--- src/rtl/uart_tx_arbiter.sv ---
// uart_tx_arbiter: shares one UART transmitter between NUM_CH byte-stream
// requesters using round-robin arbitration. A grant captures the winning
// byte, pulses tx_start, then times the frame plus an idle gap on s_tick.
// Optional packet locking is compiled in with the macro UART_ARB_LOCK_EN.
module uart_tx_arbiter #(
    parameter int NUM_CH    = 4,
    parameter int BITWIDTH  = 8,
    parameter int SB_TICK   = 16,
    parameter int GAP_TICKS = 16,
    localparam int GW       = (NUM_CH > 1) ? $clog2(NUM_CH) : 1
) (
    input  logic                       clk,
    input  logic                       reset,
    input  logic                       s_tick,
    input  logic [NUM_CH-1:0]          req_valid,
    input  logic [NUM_CH*BITWIDTH-1:0] req_data,
    output logic [NUM_CH-1:0]          req_ready,
    output logic                       tx_start,
    output logic [BITWIDTH-1:0]        tx_din,
    output logic                       busy,
    output logic [GW-1:0]              grant_id,
    output logic                       frame_done
`ifdef UART_ARB_LOCK_EN
    ,
    input  logic [NUM_CH-1:0]          req_lock
`endif
);

    localparam int FRAME_TICKS = SB_TICK * (BITWIDTH + 2);
    localparam int TOTAL       = FRAME_TICKS + GAP_TICKS;
    localparam int CW          = $clog2(TOTAL + 1);
    localparam logic [CW-1:0] LAST_TICK = CW'(TOTAL - 1);
    localparam logic [GW-1:0] PTR_INIT  = GW'(NUM_CH - 1);

    typedef enum logic [1:0] {
        IDLE  = 2'd0,
        START = 2'd1,
        WAIT  = 2'd2
    } state_t;

    state_t              state;
    state_t              state_next;
    logic [CW-1:0]       tick_cnt;
    logic [CW-1:0]       tick_cnt_next;
    logic [GW-1:0]       ptr;
    logic [GW-1:0]       rr_idx;
    logic [GW-1:0]       rr_winner;
    logic                rr_found;
    logic [GW-1:0]       winner;
    logic [BITWIDTH-1:0] win_data;
    logic                grant;
    logic                frame_done_next;

    // Round-robin search: first valid channel strictly after the pointer, wrapping
    always_comb begin
        rr_found  = 1'b0;
        rr_winner = ptr;
        rr_idx    = ptr;
        for (int k = 1; k <= NUM_CH; k++) begin
            rr_idx = GW'((int'(ptr) + k) % NUM_CH);
            if (!rr_found && req_valid[rr_idx]) begin
                rr_found  = 1'b1;
                rr_winner = rr_idx;
            end
        end
    end

`ifdef UART_ARB_LOCK_EN
    logic [7:0] lock_run;
    logic       lock_hit;

    // A locked channel still requesting right after its frame keeps the
    // transmitter, unless it has already been re-granted 255 times in a row
    always_comb begin
        lock_hit = frame_done && req_lock[grant_id] && req_valid[grant_id]
                   && (lock_run != 8'hFF);
        winner   = lock_hit ? grant_id : rr_winner;
        win_data = req_data[winner*BITWIDTH +: BITWIDTH];
    end

    // Length of the current run of lock re-grants; any normal grant restarts it
    always_ff @(posedge clk) begin
        if (reset) begin
            lock_run <= 8'd0;
        end else if (grant) begin
            lock_run <= lock_hit ? lock_run + 8'd1 : 8'd0;
        end
    end
`else
    // Pure round-robin: the search result is the winner
    always_comb begin
        winner   = rr_winner;
        win_data = req_data[winner*BITWIDTH +: BITWIDTH];
    end
`endif

    // Next-state, tick counting and the one-cycle handshake outputs
    always_comb begin
        state_next      = state;
        tick_cnt_next   = tick_cnt;
        frame_done_next = 1'b0;
        grant           = 1'b0;
        tx_start        = 1'b0;
        req_ready       = '0;
        busy            = (state != IDLE);
        case (state)
            IDLE: begin
                if (|req_valid) begin
                    grant         = 1'b1;
                    tick_cnt_next = '0;
                    state_next    = START;
                end
            end
            START: begin
                tx_start            = 1'b1;
                req_ready[grant_id] = 1'b1;
                state_next          = WAIT;
            end
            WAIT: begin
                if (s_tick) begin
                    if (tick_cnt == LAST_TICK) begin
                        frame_done_next = 1'b1;
                        tick_cnt_next   = '0;
                        state_next      = IDLE;
                    end else begin
                        tick_cnt_next = tick_cnt + CW'(1);
                    end
                end
            end
            default: begin
                state_next = IDLE;
            end
        endcase
    end

    // State, counter, captured byte and arbitration pointer registers
    always_ff @(posedge clk) begin
        if (reset) begin
            state      <= IDLE;
            tick_cnt   <= '0;
            frame_done <= 1'b0;
            tx_din     <= '0;
            grant_id   <= '0;
            ptr        <= PTR_INIT;
        end else begin
            state      <= state_next;
            tick_cnt   <= tick_cnt_next;
            frame_done <= frame_done_next;
            if (grant) begin
                tx_din   <= win_data;
                grant_id <= winner;
                ptr      <= winner;
            end
        end
    end

endmodule

--- config.mk ---
export PLATFORM = sky130hd
export DESIGN_NAME = uart_tx_arbiter
export DESIGN_NICKNAME = d
export VERILOG_FILES = /design/src/rtl/uart_tx_arbiter.sv
export SDC_FILE = /design/constraint.sdc
export NUM_CORES = 1
export LEC_CHECK = 0
export CAP_MARGIN = 5
export CORE_ASPECT_RATIO = 1.4
export CORE_MARGIN = 2
export CORE_UTILIZATION = 40
export DETAILED_ROUTE_END_ITERATION = 12
export PLACE_DENSITY = 0.75
export SLEW_MARGIN = 30
export SYNTH_ARGS = -nofsm -noshare
export SYNTH_HDL_FRONTEND = slang
export SYNTH_SLANG_ARGS = --single-unit
--- constraint.sdc ---
create_clock -name clk -period 2.7 [get_ports clk]
set_input_delay 0.54 -clock clk [delete_from_list [all_inputs] [get_ports clk]]
set_output_delay 0.54 -clock clk [all_outputs]
set_load 0.05 [all_outputs]
### Word-level counts from Yosys, hierarchy flattened

Cells that the tools add are included.

* register bits after elaboration: 23
* output and inout port bits: 17
* logic and storage cells: 70
* bits of input ports: 39

* eq/ne operators: 6
* shift-type cells: 1
* bitwise operators: 2
* reduce and logical (&&, ||, !) cells: 14
* add/subtract/negate cells: 5
* $lt $le $gt $ge: 6
* muxes and demuxes: 30

Operators with widths (count)
* 32-bit by 6-bit variable part select with 8-bit output: 1
* 8-bit 2-to-1 mux: 3
* 8-bit case mux with 2 select lines: 1
* 2-bit by 3-bit < comparator with 1-bit output, second input constant: 5
* 2-bit 2-to-1 mux: 7
* 1-bit 2-to-1 mux: 12
* 8-bit by 1-bit adder with 8-bit output, second input constant: 1
* 1-bit binary-select mux with 2-bit select: 4
* 8-bit == test, second input constant: 1
* 2-bit != test, second input constant: 3
* 2-bit case mux with 3 select lines: 1
* 3-bit AND reduction: 2
* 2-bit by 1-bit adder with 2-bit output, second input constant: 2
* 2-bit adder, second input constant: 2
* 1-bit logical AND: 4
* 4-bit 2-to-1 mux: 1
* 2-bit nonzero test: 2
* 4-bit OR reduction: 1
* 1-bit logical NOT: 3
* 3-bit OR reduction: 1
* 1-bit demux with 2-bit select: 1
* 2-bit by 1-bit == test with 1-bit output, second input constant: 1
* 2-bit == test, second input constant: 1
* 2-bit by 1-bit >= comparator with 1-bit output, second input constant: 1
* 2 further kinds: 3

### Longest topological paths before layout

* depth after elaboration: 14
* depth in mapped cells: 7
* gate-level depth less buffers: 5

### Worst setup path before layout

No wires, ideal clock.

* path type: flip-flop to output port
* start point: reg state[0]
* end point: out req_ready[0]
* setup slack: -0.265 ns
* stages on the path, launching flop included: 3
* required time: 2.160 ns
* arrival time: 2.425 ns
* path buffers: 0
* cell sequence: dfxtp_1 -> nor2b_1 -> nor3b_1

* cells in the longest elaborated chain, start to end: 2

Ends and longest elaborated chain
* start: declaration: line 41 `state_t state;`
* start signal: assignment: line 146 `state <= state_next;`
* 2-bit by 1-bit == test with 1-bit output: line 106 `case (state)`
* 4-bit 2-to-1 mux: line 106
* end: declaration: line 17 `output logic [NUM_CH-1:0] req_ready,`

No other way between the ends.

### Final worst setup path

Ends and elaborated chain as after synthesis.

==> qor.yml <==
timing:
  period_share_pct: 93.08
  setup_tns_ns: 0
  post-route-min-period_ns: 2.513
  finalSetupViolCount: 0
  drv_slew: 0
  worst_pin_slew_ns: 0.5314
  rsz0062_at_grt: "no"
  slew_headroom_pct: 64.42
  whs_ns: 0.5133
  final-hold-violation-count: 0
  skew_ns: 0.005728
  max_freq_mhz: 397.9
drt:
  drt_iter0_drc: 18
  antenna_left: 0
  drc: 0
  viasPerCell: 5.594
  num_vias: 1393
  wl_um: 3790
  wl_per_cell_um: 15.22
  first_pass_iters: 4
synth:
  synth.most_common_cell: "dfxtp_1"
  yosysUniqueCellTypes: 41
  syn_area_um2: 1371
  synth_cells: 156
  async_reset_ff_share_pct: 0
  synthTopCellsByCount: "23 x dfxtp_1, 13 x nor2_1, 11 x nand2_1"
  synth-edff-count: 0
  synthFlopType: "dfxtp_1"
  ys_seq_area_share_pct: 33.58
  ys_ff_latch: 23
  syn_area_per_cell_um2: 8.790
  yosys.area.top_type_share_pct: 33.58
  ys_top_cells_by_area: "dfxtp_1 34%, mux2i_1 6.6%, nand3b_1 4.9%"
  synth_area_leader_cell: "dfxtp_1"
  synthesis.nets: 196
  yosysWarnings: 0
critical_path:
  endpoint_kind: "output pin"
  crit_required_ns: 2.16
  critPathArrivalTime_ns: 1.97
  startpoint_type: "flop"
  criticalPathCategory: "flop to output pin"
  path_max_fanout: 6
clocking:
  ctsHoldBuffers: 0
  cts_resized: 0
  clock-root-buffer: "clkbuf_8"
  post_cts_buffers: 0
  clk_latency_ns: 0.27
  cts_tree: "done"
  cts.sinks: 23
  max-clock-path-buffers: 2
  cts_max_level: 1
  clk_pin_slew_ns: 0.08
  numCtsBuffers: 3
global_routing:
  grt_max_degree: 19
  globalRouteOverflowTotal: 0
  antenna_found_initial: 0
  grt_pass1_vias: 1417
  grt_pass1_wl_um: 6092
  track_usage_pct: 21.30
hold_path:
  min_path_type: "flop to flop"
final_layout:
  final_util_pct: 60.34
  synthToLayoutAreaGrowth_pct: 45.89
  final_nets: 250
  drive_above_1_share_pct: 7.656
  diodes: 0
power:
  p_leak_nw: 0.7564
  powerDensity_nw_per_um2: 579.5
  ir_drop_mv: 0.3691
floorplanning:
  core-area_um2: 3316
  die_h_um: 73.28
  die_w_um: 53.49
  die_area_um2: 3919
  fp-row-count: 25
  initial_core_util_pct: 41.36
  ioPinCount: 56
job:
  drv_cap: 0
place:
  gp_congestion: 0.8989
  io_buffers: 55
  hpwl_um: 3041
run_status:
  status: "finished clean"
metrics by stage:
step	cell area (um^2)	worst slack [ns]	total power, mW	instances
after floorplan	1376	0.1749	0.7624	156
after global placement	1954	0.3022	0.9331	245
after detailed placement	1954	0.2295	0.9441	245
after CTS	2001	0.1809	1.163	249
after global routing	2001	0.08987	1.212	249
final	2001	0.1869	1.159	249
report_power, final:
part,switching [mW],internal (mW),leakage (nW)
logic,0.303,0.213,0.542
clock network,0.115,0.103,0.0255
registers,0.0417,0.382,0.189
state kept, by name, summed over array words and instances, names as in the netlist:
name        count
tick_cnt        8
tx_din          8
grant_id        2
ptr             2
state           2
frame_done      1
area by class of cell:
class	instances	area, um^2
Clock inverter	1	5.005
Multi-Input combinational cell	123	867.1
Timing Repair Buffer	58	573.1
Sequential cell	23	460.4
Inverter	1	3.754
Tap cell	40	50.05
Fill cell	319	1315
Clock buffer	3	41.29
cells in the final DEF (no fill, tap or decap), types with 2 or more instances in the layout:
| cell | synthesis | final |
|---|---|---|
| nand2b_1 | 3 | 3 |
| clkdlybuf4s50_1 | 0 | 55 |
| a21o_1 | 7 | 7 |
| nand3b_1 | 9 | 9 |
| o31ai_1 | 5 | 5 |
| o31a_1 | 3 | 3 |
| nor3b_2 | 1 | 2 |
| o211ai_1 | 8 | 8 |
| buf_4 | 0 | 3 |
| nor3_1 | 3 | 3 |
| and3_1 | 3 | 3 |
| nand2_1 | 11 | 11 |
| mux2i_1 | 9 | 9 |
| clkbuf_8 | 0 | 3 |
| nor2_1 | 13 | 13 |
| o21ai_0 | 3 | 3 |
| nor3b_1 | 3 | 2 |
| a21oi_1 | 4 | 4 |
| xor2_1 | 6 | 6 |
| dfxtp_1 | 23 | 23 |
| and4_1 | 4 | 4 |
| nor2b_1 | 2 | 2 |
| nand4_1 | 9 | 9 |
cell families after synthesis:
kind of cell,count (synthesis),synth area share [%]
DFF,23,33.58
muxes,9,6.570
xor gates and xnor gates,7,4.471
AOI/OAI and AO/OA,37,20.62
buffers and inverters,10,3.558
adders and majority gates,1,0.9123
and+or+nand+nor,69,30.29
layer usage:
metal  up-vias  wire length [um]  global-route usage [%]
met2        57              1952                   39.09
li1        684                 -                       -
met4         0               142                   10.83
met5         -                 0                       0
met3        11               243                   4.675
met1       641              1453                   21.68
worst max-delay path: stages (launching register included):
cell and delay, ns:
dfxtp_1 0.35, nor2b_1 0.31, nor3b_2 0.23, clkdlybuf4s50_1 0.82
worst paths after layout:
kind / cells past startpoint / slack [ns] / from / end
setup / recovery: 3 / 0.19 / state[0] / req_ready[0]
setup reg to reg: 5 / 0.95 / ptr[1] / tx_din[2]
hold reg to reg: 2 / 0.51 / tick_cnt[7] / tick_cnt[7]
hold / removal: 2 / 0.51 / tick_cnt[7] / tick_cnt[7]
Power figures use the tool's default switching activity.
